**src/rtl/br_order_buf.sv**
```systemverilog
// In-order branch order buffer: records branches at dispatch, captures resolution,
// retires oldest-first into a registered BTB update stream. Optional BOB_MISPRED_EN adds mispredict detection.
module br_order_buf #(
    parameter int DEPTH = 16,
    parameter int TAG_W = 4
) (
    input  logic             clock,
    input  logic             reset_n,
    input  logic             flush_i,
    input  logic             alloc_vld_i,
    input  logic [63:0]      alloc_pc_i,
    input  logic [1:0]       alloc_typ_i,
    input  logic             alloc_pdir_i,
    input  logic [63:0]      alloc_ptar_i,
    output logic             alloc_rdy_o,
    output logic [TAG_W-1:0] alloc_tag_o,
    input  logic             res_vld_i,
    input  logic [TAG_W-1:0] res_tag_i,
    input  logic             res_dir_i,
    input  logic [63:0]      res_tar_i,
    input  logic             rt_en_i,
    output logic [TAG_W:0]   count_o,
    output logic             brcond_vld_rt_o,
    output logic             brindir_vld_rt_o,
    output logic             brdir_rt_o,
    output logic [63:0]      brtar_rt_o,
    output logic [63:0]      brpc_rt_o,
    output logic             mispred_rt_o
);

    localparam logic [1:0] TYP_COND  = 2'b00;
    localparam logic [1:0] TYP_INDIR = 2'b10;

    logic [TAG_W:0]   head_q, head_d, tail_q, tail_d, count;
    logic [DEPTH-1:0] vld_q, vld_d, rsv_q, rsv_d;
    logic [TAG_W-1:0] hidx, tidx;
    logic             do_alloc, do_res, do_ret;

    logic [63:0] pc_q  [DEPTH];
    logic [1:0]  typ_q [DEPTH];
    logic        dir_q [DEPTH];
    logic [63:0] tar_q [DEPTH];

    logic        ret_mis;

    assign count       = tail_q - head_q;
    assign count_o     = count;
    assign alloc_rdy_o = (count < (TAG_W+1)'(DEPTH));
    assign alloc_tag_o = tail_q[TAG_W-1:0];
    assign hidx        = head_q[TAG_W-1:0];
    assign tidx        = tail_q[TAG_W-1:0];

    // All decisions use registered state, so same-cycle alloc/resolve never enable a retire.
    assign do_alloc = alloc_vld_i && alloc_rdy_o && !flush_i;
    assign do_res   = res_vld_i && vld_q[res_tag_i] && !rsv_q[res_tag_i] && !flush_i;
    assign do_ret   = rt_en_i && vld_q[hidx] && rsv_q[hidx] && !flush_i;

    always_comb begin
        vld_d  = vld_q;
        rsv_d  = rsv_q;
        head_d = head_q;
        tail_d = tail_q;
        if (flush_i) begin
            vld_d  = '0;
            rsv_d  = '0;
            head_d = '0;
            tail_d = '0;
        end else begin
            if (do_ret) begin
                vld_d[hidx] = 1'b0;
                rsv_d[hidx] = 1'b0;
                head_d      = head_q + (TAG_W+1)'(1);
            end
            if (do_res) begin
                rsv_d[res_tag_i] = 1'b1;
            end
            if (do_alloc) begin
                vld_d[tidx] = 1'b1;
                rsv_d[tidx] = 1'b0;
                tail_d      = tail_q + (TAG_W+1)'(1);
            end
        end
    end

    always_ff @(posedge clock or negedge reset_n) begin
        if (!reset_n) begin
            head_q <= '0;
            tail_q <= '0;
            vld_q  <= '0;
            rsv_q  <= '0;
        end else begin
            head_q <= head_d;
            tail_q <= tail_d;
            vld_q  <= vld_d;
            rsv_q  <= rsv_d;
        end
    end

    // Payload needs no reset: it is only read behind a valid+resolved entry.
    always_ff @(posedge clock) begin
        if (do_alloc) begin
            pc_q[tidx]  <= alloc_pc_i;
            typ_q[tidx] <= alloc_typ_i;
        end
        if (do_res) begin
            dir_q[res_tag_i] <= res_dir_i;
            tar_q[res_tag_i] <= res_tar_i;
        end
    end

`ifdef BOB_MISPRED_EN
    logic        pdir_q [DEPTH];
    logic [63:0] ptar_q [DEPTH];

    always_ff @(posedge clock) begin
        if (do_alloc) begin
            pdir_q[tidx] <= alloc_pdir_i;
            ptar_q[tidx] <= alloc_ptar_i;
        end
    end

    assign ret_mis = (dir_q[hidx] != pdir_q[hidx]) ||
                     (dir_q[hidx] && (tar_q[hidx] != ptar_q[hidx]));
`else
    logic unused_pred;
    assign unused_pred = ^{alloc_pdir_i, alloc_ptar_i};
    assign ret_mis     = 1'b0;
`endif

    always_ff @(posedge clock or negedge reset_n) begin
        if (!reset_n) begin
            brcond_vld_rt_o  <= 1'b0;
            brindir_vld_rt_o <= 1'b0;
            brdir_rt_o       <= 1'b0;
            brtar_rt_o       <= '0;
            brpc_rt_o        <= '0;
            mispred_rt_o     <= 1'b0;
        end else if (do_ret) begin
            brcond_vld_rt_o  <= (typ_q[hidx] == TYP_COND);
            brindir_vld_rt_o <= (typ_q[hidx] == TYP_INDIR);
            brdir_rt_o       <= (typ_q[hidx] == TYP_INDIR) ? 1'b1 : dir_q[hidx];
            brtar_rt_o       <= tar_q[hidx];
            brpc_rt_o        <= pc_q[hidx];
            mispred_rt_o     <= ret_mis;
        end else begin
            brcond_vld_rt_o  <= 1'b0;
            brindir_vld_rt_o <= 1'b0;
            mispred_rt_o     <= 1'b0;
        end
    end

endmodule

```
**config.mk**
```make
export PLATFORM = sky130hd
export DESIGN_NAME = br_order_buf
export DESIGN_NICKNAME = d
export VERILOG_FILES = /design/src/rtl/br_order_buf.sv
export SDC_FILE = /design/constraint.sdc
export NUM_CORES = 2
export LEC_CHECK = 0
export ABC_AREA = 1
export ABC_CLOCK_PERIOD_IN_PS = 5400
export CELL_PAD_IN_SITES_DETAIL_PLACEMENT = 0
export CELL_PAD_IN_SITES_GLOBAL_PLACEMENT = 1
export CORE_ASPECT_RATIO = 1.75
export CORE_MARGIN = 2
export CORE_UTILIZATION = 45
export DETAILED_ROUTE_END_ITERATION = 16
export PLACE_DENSITY = 0.79
export SYNTH_ARGS = -nofsm -noshare
export SYNTH_HDL_FRONTEND = slang
export SYNTH_SLANG_ARGS = --single-unit
```
**constraint.sdc**
```tcl
create_clock -name clock -period 5.4 [get_ports clock]
set_input_delay 1.35 -clock clock [delete_from_list [all_inputs] [get_ports clock]]
set_output_delay 1.35 -clock clock [all_outputs]
set_load 0.05 [all_outputs]
```
==> results_dict.tcl <==
set metrics [dict create \
    fmax_mhz 195 \
    p_leak_nw 33.9 \
    drive_gt1_share_pct 6.39 \
    peakVddDrop_mv 0.276 \
    core.rowCount 214 \
    wl_per_cell_um 24.1 \
    track_usage_pct 23.1 \
    cp-start-kind "flop" \
    vias 56100 \
    tightest_slew_ns 1.30 \
    io_buffers 281 \
    use_met3_pct 2.71 \
    nets 7214 \
    first_global_vias 55800 \
    grt_max_degree 264 \
    synth_edf_count 2096 \
    syn_to_final_growth_pct 13.9 \
    drc 0 \
    clock_insertion_delay_worst_skew_ns 0.85 \
    hold_buffers 0 \
    crit_type "flop to output pin" \
    use_met1_pct 28.5 \
    setup_violations 0 \
    place_area_sq_um 93900 \
    drv_slew 0 \
    yosysTopAreaCellShare_pct 71.5 \
    final_cells 9774 \
    fin_util_pct 51.6 \
    ys_seq_area_share_pct 76.5 \
    cts.clk_slew.worst_paths_ns 0.07 \
    fin_ws_ns 0.274 \
    finalHoldViolCount 0 \
    cp_max_fo 5 \
    maxCapViolCount 0 \
    yosys_warnings 0 \
    grt_overflow 0 \
    status "completed" \
    hold_path.class "flop to flop" \
    timing.setup.tns_ns 0 \
    cts_root_buffer "clkbuf_16" \
    end_kind "output pin" \
    cts_made_buffers 201 \
    fin_worst_skew_ns 0.0590 \
    synth_top_area_cell "edfxtp_1" \
    min_period_over_period_pct 94.9 \
    clockBufferDepth 4 \
    cp.arrival_ns 3.78 \
    drtPass1Iterations 6 \
    gr-max-usage-layer "met2" \
    cts_htree_levels 4 \
    hpwl_mm 126 \
    die_x_um 338 \
    gp_congestion 0.807 \
    ioPinCount 348 \
    grt_first_pass_wirelength_mm 350 \
    ys_seq_elements 2269 \
    die_height_um 589 \
    synth.cell_area_sq_um 88000 \
    start_util_pct 45.3 \
    yosys.cell_count.top_type "edfxtp_1" \
    period_needed_ns 5.13 \
    cts_tree "built" \
    grt_setup_unrepaired "false" \
    pre_cts_slack_ns 0.581 \
    cts_sinks 2269 \
    synth.top_cells.by_count "edfxtp_1 (2096), nor2_1 (1113), nand2_1 (1080)" \
    grt_antenna_before_repair 44 \
    grt_util_met2_pct 41.0 \
    relSlewSlack_pct 13.1 \
    syn-mean-instance-area_sq_um 12.8 \
    die_area_sq_um 199000 \
    design_area_sq_um 100000 \
    required_ns 4.05 \
    ant_nets 0 \
    ctsResizeCount 0 \
    p_per_area_nw_per_um2 340 \
    synth_top_flop_cell "edfxtp_1" \
    ys_types 32 \
    async_flop_share_pct 7.62 \
    post-cts-setup-buffers 0 \
    syn_inst 6848 \
    drt-total-wl_mm 236 \
    core_area_sq_um 194000 \
    vias_per_cell 5.74 \
    syn_nets 7067 \
    synth_area_leaders "edfxtp_1 (72%), o21ai_0 (6.1%), dfrtp_1 (4.9%)" \
    drt_iter0_markers 6027 \
    placed_cells 9384 \
]
-- registers in the layout, summed over array words and instances (netlist names), 5 cells and up --
name and count:
vld_q 16, brtar_rt_o 64, tail_q 5, tar_q 1024, dir_q 16, typ_q 32
brpc_rt_o 64, head_q 5, pc_q 1024, rsv_q 16
-- final timing paths --
path                                    start             to  slack (ns)  depth (start not counted)
worst max-delay path                tail_q[0]    alloc_rdy_o        0.27                          6
worst min-delay path            brpc_rt_o[23]  brpc_rt_o[23]        0.47                          2
worst max register to register      tail_q[0]    pc_q[1][43]        0.87                         10
worst min register to register  brpc_rt_o[23]  brpc_rt_o[23]        0.47                          2
max in group asynchronous             reset_n  brtar_rt_o[3]        3.92                          2
min in group asynchronous             reset_n   brpc_rt_o[8]        0.50                          1
-- placed cells by master, fill, tap and decap left out, types with 30 or more instances in the layout --
master	n
a21oi_1	37
buf_12	56
buf_4	61
clkbuf_1	46
clkbuf_16	204
clkdlybuf4s50_1	280
clkinv_1	30
clkinv_2	43
dfrtp_1	171
edfxtp_1	2096
inv_1	49
nand2_1	1080
nand4_1	159
nor2_1	1107
o21ai_0	1064
o22ai_1	522
-- worst max-delay path: stages (launching register included) --
cell and delay, ns:
dfrtp_1 0.45, inv_1 0.14, ha_1 0.24, fa_1 0.40
o21ai_0 0.22, xor2_1 0.55, clkdlybuf4s50_1 0.93
-- logic make-up after synthesis --
kind of cell	count (synthesis)	synth area share [%]
simple gates	2391	10.8
compound gates	1629	10.0
xor+xnor	4	0.0398
flops	2269	76.5
fa+ha+maj	13	0.193
other cells	1	0.00426
buf+inv	541	2.53
-- cell type report --
class,count,area [sq um]
Fill cell,16200,93900
Sequential cell,2269,67300
Multi-Input combinational cell,4038,18500
Clock buffer,260,5420
Timing Repair Buffer,398,4400
Tap cell,2592,3240
Clock inverter,104,892
Inverter,87,424
Antenna cell,26,65.1
-- power by group --
| part | internal [mW] | switching, mW | leakage [nW] | total [mW] |
|---|---|---|---|---|
| combinational | 0.216 | 0.571 | 9.60 | 0.787 |
| clock | 7.71 | 6.26 | 3.10 | 14.0 |
| sequential | 19.3 | 0.0369 | 21.3 | 19.3 |
| total | 27.2 | 6.87 | 33.9 | 34.1 |
-- per-layer routing --
layer	share of wire, %	routed length, um
met5	0.038	89
met4	4.0	9380
met3	6.6	15600
met2	51	121000
met1	38	89700
-- through the flow --
stage,hold WS [ns],power [mW]
global route,0.493,35.0
global placement,0.453,20.5
floorplan,0.469,20.0
finish,0.468,34.1
CTS,0.471,34.3
detailed placement,0.457,20.5
Note: power is estimated with default switching activity, not from simulation.
